--- src/rtl/ppu_vram_arb.sv ---
// Request/grant scheduler for the shared PPU VRAM bus: sprite fetcher > background fetcher > register interface.
// Optional ageing of register-interface requests is enabled by defining PPU_VRAM_ARB_AGE_EN.
module ppu_vram_arb #(
  parameter int ACCESS_CYCLES = 2,
  parameter int RI_MAX_LOSSES = 4
) (
  input  logic        clk_in,
  input  logic        nrst_in,
  input  logic        spr_req_in,
  input  logic [13:0] spr_a_in,
  output logic        spr_gnt_out,
  output logic        spr_rdy_out,
  input  logic        bg_req_in,
  input  logic [13:0] bg_a_in,
  output logic        bg_gnt_out,
  output logic        bg_rdy_out,
  input  logic        ri_req_in,
  input  logic        ri_wr_in,
  input  logic [13:0] ri_a_in,
  input  logic [7:0]  ri_d_in,
  output logic        ri_gnt_out,
  output logic        ri_rdy_out,
  output logic [7:0]  rd_d_out,
  output logic        busy_out,
  input  logic [7:0]  vram_d_in,
  output logic [13:0] vram_a_out,
  output logic [7:0]  vram_d_out,
  output logic        vram_wr_out
);

  if (ACCESS_CYCLES < 2 || ACCESS_CYCLES > 15) begin : g_bad_access_cycles
    $error("ppu_vram_arb: ACCESS_CYCLES must be within 2..15");
  end
  if (RI_MAX_LOSSES < 1 || RI_MAX_LOSSES > 15) begin : g_bad_ri_max_losses
    $error("ppu_vram_arb: RI_MAX_LOSSES must be within 1..15");
  end

  localparam logic [3:0] LAST_CNT = 4'(ACCESS_CYCLES - 1);

  typedef enum logic [1:0] {IDLE, ACCESS, DONE} state_t;
  typedef enum logic [1:0] {OWN_SPR, OWN_BG, OWN_RI} owner_t;

  state_t      state_q, state_d;
  owner_t      owner_q, owner_d;
  logic [3:0]  cnt_q, cnt_d;
  logic [13:0] addr_q, addr_d;
  logic [7:0]  wdata_q, wdata_d;
  logic [7:0]  rd_q, rd_d;
  logic        wr_q, wr_d;
  logic        any_req;
  logic        ri_force;
  logic        ri_wins;

  assign any_req = spr_req_in | bg_req_in | ri_req_in;
  assign ri_wins = ri_req_in & (ri_force | (~spr_req_in & ~bg_req_in));

`ifdef PPU_VRAM_ARB_AGE_EN
  logic [3:0] loss_q, loss_d;

  assign ri_force = (loss_q == 4'(RI_MAX_LOSSES));

  // Counts consecutive arbitrations ri lost; only IDLE cycles are arbitrations.
  always_comb begin
    loss_d = loss_q;
    if (state_q == IDLE) begin
      if (!ri_req_in || ri_wins) loss_d = '0;
      else if (loss_q != 4'hF)   loss_d = loss_q + 4'd1;
    end
  end

  always_ff @(posedge clk_in or negedge nrst_in) begin
    if (!nrst_in) loss_q <= '0;
    else          loss_q <= loss_d;
  end
`else
  assign ri_force = 1'b0;
`endif

  // Requesters hold req/address until their one-cycle gnt, then drop req;
  // rdy marks completion and rd_d_out stays valid until the next read capture.
  always_comb begin
    state_d = state_q;
    owner_d = owner_q;
    cnt_d   = cnt_q;
    addr_d  = addr_q;
    wdata_d = wdata_q;
    wr_d    = wr_q;
    rd_d    = rd_q;
    case (state_q)
      IDLE: begin
        if (any_req) begin
          state_d = ACCESS;
          cnt_d   = '0;
          wr_d    = 1'b0;
          if (ri_wins) begin
            owner_d = OWN_RI;
            addr_d  = ri_a_in;
            wdata_d = ri_d_in;
            wr_d    = ri_wr_in;
          end else if (spr_req_in) begin
            owner_d = OWN_SPR;
            addr_d  = spr_a_in;
          end else begin
            owner_d = OWN_BG;
            addr_d  = bg_a_in;
          end
        end
      end
      ACCESS: begin
        if (cnt_q == LAST_CNT) begin
          state_d = DONE;
          cnt_d   = '0;
          if (!wr_q) rd_d = vram_d_in;
        end else begin
          cnt_d = cnt_q + 4'd1;
        end
      end
      DONE:    state_d = IDLE;
      default: state_d = IDLE;
    endcase
  end

  always_ff @(posedge clk_in or negedge nrst_in) begin
    if (!nrst_in) begin
      state_q <= IDLE;
      owner_q <= OWN_SPR;
      cnt_q   <= '0;
      addr_q  <= '0;
      wdata_q <= '0;
      wr_q    <= 1'b0;
      rd_q    <= '0;
    end else begin
      state_q <= state_d;
      owner_q <= owner_d;
      cnt_q   <= cnt_d;
      addr_q  <= addr_d;
      wdata_q <= wdata_d;
      wr_q    <= wr_d;
      rd_q    <= rd_d;
    end
  end

  logic grant_cyc;
  assign grant_cyc = (state_q == ACCESS) && (cnt_q == 4'd0);

  assign spr_gnt_out = grant_cyc && (owner_q == OWN_SPR);
  assign bg_gnt_out  = grant_cyc && (owner_q == OWN_BG);
  assign ri_gnt_out  = grant_cyc && (owner_q == OWN_RI);
  assign spr_rdy_out = (state_q == DONE) && (owner_q == OWN_SPR);
  assign bg_rdy_out  = (state_q == DONE) && (owner_q == OWN_BG);
  assign ri_rdy_out  = (state_q == DONE) && (owner_q == OWN_RI);
  assign busy_out    = (state_q == ACCESS);
  assign rd_d_out    = rd_q;
  assign vram_a_out  = addr_q;
  assign vram_d_out  = wdata_q;
  // Strobe drops on the final access cycle so address/data are held past it.
  assign vram_wr_out = (state_q == ACCESS) && wr_q && (cnt_q != LAST_CNT);

endmodule

--- config.mk ---
export PLATFORM = sky130hd
export DESIGN_NAME = ppu_vram_arb
export DESIGN_NICKNAME = d
export VERILOG_FILES = /design/src/rtl/ppu_vram_arb.sv
export SDC_FILE = /design/constraint.sdc
export NUM_CORES = 1
export LEC_CHECK = 0
export BUFFER_PORTS_ARGS = -buffer_cell sky130_fd_sc_hd__buf_2
export CAP_MARGIN = 5
export CORE_MARGIN = 10
export CORE_UTILIZATION = 41
export DETAILED_ROUTE_END_ITERATION = 8
export GPL_TIMING_DRIVEN = 0
export MAX_ROUTING_LAYER = met4
export PLACE_DENSITY = 0.84
export SYNTH_ARGS = -nofsm -noshare
export SYNTH_HDL_FRONTEND = slang
export SYNTH_SLANG_ARGS = --single-unit
--- constraint.sdc ---
create_clock -name clk_in -period 1.9 [get_ports clk_in]
set_input_delay 0.095 -clock clk_in [delete_from_list [all_inputs] [get_ports clk_in]]
set_output_delay 0.095 -clock clk_in [all_outputs]
set_load 0.02 [all_outputs]
==> impl_results.md <==
- Cell internal pwr: 2.66 mW
- Syn_nets: 219
- RR Endpoint: rd_d_out[5]$_DFFE_PN0P_
- Core Area: 4790 um^2
- Max-cap violations: 0
- Fraction of layout cells with a size suffix above 1: 61.7%
- Clock transition at path regs: 0.08 ns
- Antenna-violating nets left: 0
- Synth Area in Compound Gates: 3.22%
- Crit share post-route: 95.8%
- Top post-synthesis cells by area: dfrtp_1, mux2_4, mux2_1
- First-pass GRT wire length: 8570 um
- Syn_area_per_cell: 13.5 um^2
- Floorplan row count: 25
- Leading area contributor after synthesis: dfrtp_1
- RSZ-0062 raised after global routing: no
- TritonCTS clock tree: built
- Final nets: 332
- Slew at the pin closest to its max-slew limit: 0.828 ns
- Final Hold Fails: 0
- Comb pwr share: 49.6%
- P_leak: 1.48 nW
- Crit path DAT: 1.98 ns
- Detailed-route DRC error count: 0
- Post-route insts no fill: 333
- Slew HR: 44.8%
- Fin util: 59.4%
- Vias per cell: 4.81
- HPWL Detailed: 4100 um
- Mapped Area: 2060 um^2
- CP endpoint: rd_d_out[5]$_DFFE_PN0P_
- Port Buffer Count: 100
- Flops & latches, synth: 39
- DR iter-0 viols: 26
- Clk_lat worst skew: 0.29 ns
- Clock root buffer master: clkbuf_8
- Setup Viol. Count Final: 0
- Crit path time final: 1.82 ns
- H-tree Lvls: 2
- Largest family of logic cells by synthesized area: multiplexers
- Full die area: 8260 um^2
- Largest net degree at the start of global routing: 40
- Initial Utilization: 43.0%
- Num CTS Buffers: 5
- Synth Area in Adders: 1.82%
- Layout Area Growth over Synthesis: 38.0%
- Placed instance count: 319
- Commonest non-fill, non-tap cell in the layout: buf_2
- Pre-CTS setup slack: -0.112 ns
- Routed len/inst: 15.2 um
- Drt first pass iters: 4
- Routed WL: 5070 um
- Worst setup margin: 0.0793 ns
- Synth Area in XOR/XNOR: 0.425%
- Cells after synthesis: 152
- Clock skew after layout: 0.00907 ns
- Top fanout value on the critical path: 8
- GR Util All Layers: 12.6%
- CTS sink count: 39
- Worst Path Required: 2.06 ns
- Clock buffer depth: 2
- GPL Wtd Cong: 0.776
- Worst reg2reg path startpoint: cnt_q[1]$_DFFE_PN0P_
- Sw power: 1.66 mW
- Antenna Cells: 0
- Max Transition Viols Final: 0
- Hold Crit Start: vram_d_in[6]
- Hold Crit Class: input port to register
- Worst hold path depth: 2
- Simple-Gate Fraction of Synth Area: 7.11%
- Die H: 90.9 um
- Num ports: 102
- FF-to-FF setup slack: 0.08 ns
- Critical path class: register to register
- Initial antenna violation count: 0
- Post-synthesis sequential area ratio: 47.4%
- Die W: 90.9 um
- Sequential power share: 34.2%
- Clock share of power: 16.2%
- Critical Path Source: cnt_q[1]$_DFFE_PN0P_
- FF-to-FF path depth: 5
- Synth cell types: 31
- Setup crit start kind: register
- Status: finished, final reports clean
- Fillers: 407
- Most frequent cells in the layout: buf_2, dfrtp_1, mux2_4
- Switching Share: 38.4%
- PwrDens: 1520 nW/um^2
- Number of global-route vias before repair: 1,845
- Post-synthesis mux area share: 35.9%
- Overflow after GRT: 0
- Max frequency: 549 MHz
- Worst vdd ir: 0.577 mV
- Top cell type's share of synthesized area: 47.4%
- Synth Warn #: 0
- Crit. End Element: register
- Via Count: 1,603
[worst min path at each step]
| stage | end | slack (ns) |
|---|---|---|
| finish | rd_d_out[6]$_DFFE_PN0P_ | 0.01 |
| global route | rd_d_out[6]$_DFFE_PN0P_ | 0.005 |
| global placement | vram_d_out[1]$_DFFE_PN0P_ | 0.25 |
| floorplan | cnt_q[0]$_DFFE_PN0P_ | -0.20 |
| detailed placement | vram_d_out[6]$_DFFE_PN0P_ | 0.25 |
| CTS | vram_d_out[5]$_DFFE_PN0P_ | 0.009 |
[logic make-up after synthesis]
| group | after synthesis |
|---|---|
| adder cells (fa/ha/maj) | 3 |
| AO/OA/AOI/OAI | 10 |
| flip-flops | 39 |
| multiplexers | 59 |
| XOR/XNOR | 1 |
| buffers and inverters | 14 |
| AND/OR/NAND/NOR | 26 |
[worst max-delay path, cell delays in order, from the launching register on]
cell	delay [ns]
dfrtp_1	0.39
inv_2	0.08
ha_4	0.12
or3b_4	0.37
or3_4	0.40
mux2_1	0.33
[timing repair]
item	in CTS	in global routing
setup endpoints to repair	9	7
hold endpoints to repair	39	0
gates resized for setup	9	0
hold buffers	1	0
cloned	0	0
setup buffers	4	2
[registers in the layout (all words and copies together), names as in the netlist]
signal      count
vram_a_out     14
rd_d_out        8
wr_q            1
cnt_q           4
vram_d_out      8
state_q         2
owner_q         2
[final cells by class]
class | instances | area [um^2] | area share [%]
inverters | 7 | 26.3 | 0.925
multi-input cells | 99 | 1030 | 36.2
flip-flops and latches | 39 | 976 | 34.3
well taps | 67 | 83.8 | 2.95
plain buffers | 6 | 53.8 | 1.89
clock inverters | 2 | 35.0 | 1.23
clock buffers | 6 | 82.6 | 2.91
repair buffers | 107 | 556 | 19.6
[per-stage QoR]
stage / power (mW) / TNS (ns) / hold WS [ns] / area (um^2)
global placement: 3.48 / -0.455 / 0.247 / 2640
global route: 4.63 / 0 / 0.00527 / 2840
CTS: 4.38 / 0 / 0.00894 / 2840
finish: 4.32 / 0 / 0.0137 / 2840
floorplan: 2.86 / 0 / -0.201 / 2060
detailed placement: 3.55 / -0.767 / 0.254 / 2640
[layer usage]
| layer | global-route usage (%) | vias to the layer above | part of all wire [%] |
|---|---|---|---|
| met5 | - | - | 0 |
| met3 | 5.15 | 5 | 8.8 |
| met4 | 2.35 | 0 | 0.71 |
| li1 | - | 760 | - |
| met1 | 14.1 | 756 | 42 |
| met2 | 21.0 | 82 | 48 |
[cell usage after synthesis]
cell type	count
mux2_1	20
nor3_1	3
nor2_1	7
mux2_2	19
or2_1	1
nand2b_1	3
ha_1	3
and3_1	1
o21ai_0	2
nor3_2	1
o21ai_1	1
buf_8	1
dfrtp_1	39
xnor2_1	1
buf_4	1
buf_2	2
or3_1	1
buf_6	2
mux2_4	20
a21oi_1	2
a22o_1	2
nor2b_1	2
o22ai_1	1
inv_1	7
a221o_1	1
clkbuf_1	1
nand2_1	2
nand3_1	2
and4b_1	1
or3b_1	2
a21o_1	1
[power by group through the flow]
| stage | clock [mW] | sequential (mW) | combinational, mW |
|---|---|---|---|
| 3_5_place_dp | 0 | 1.48 | 2.07 |
| 2_1_floorplan | 0 | 1.88 | 0.985 |
| 3_3_place_gp | 0 | 1.46 | 2.03 |
| 4_1_cts | 0.722 | 1.48 | 2.18 |
| 5_1_grt | 0.757 | 1.54 | 2.33 |
| 6_report | 0.701 | 1.48 | 2.14 |
No activity file was read; power rests on OpenSTA's default activity.
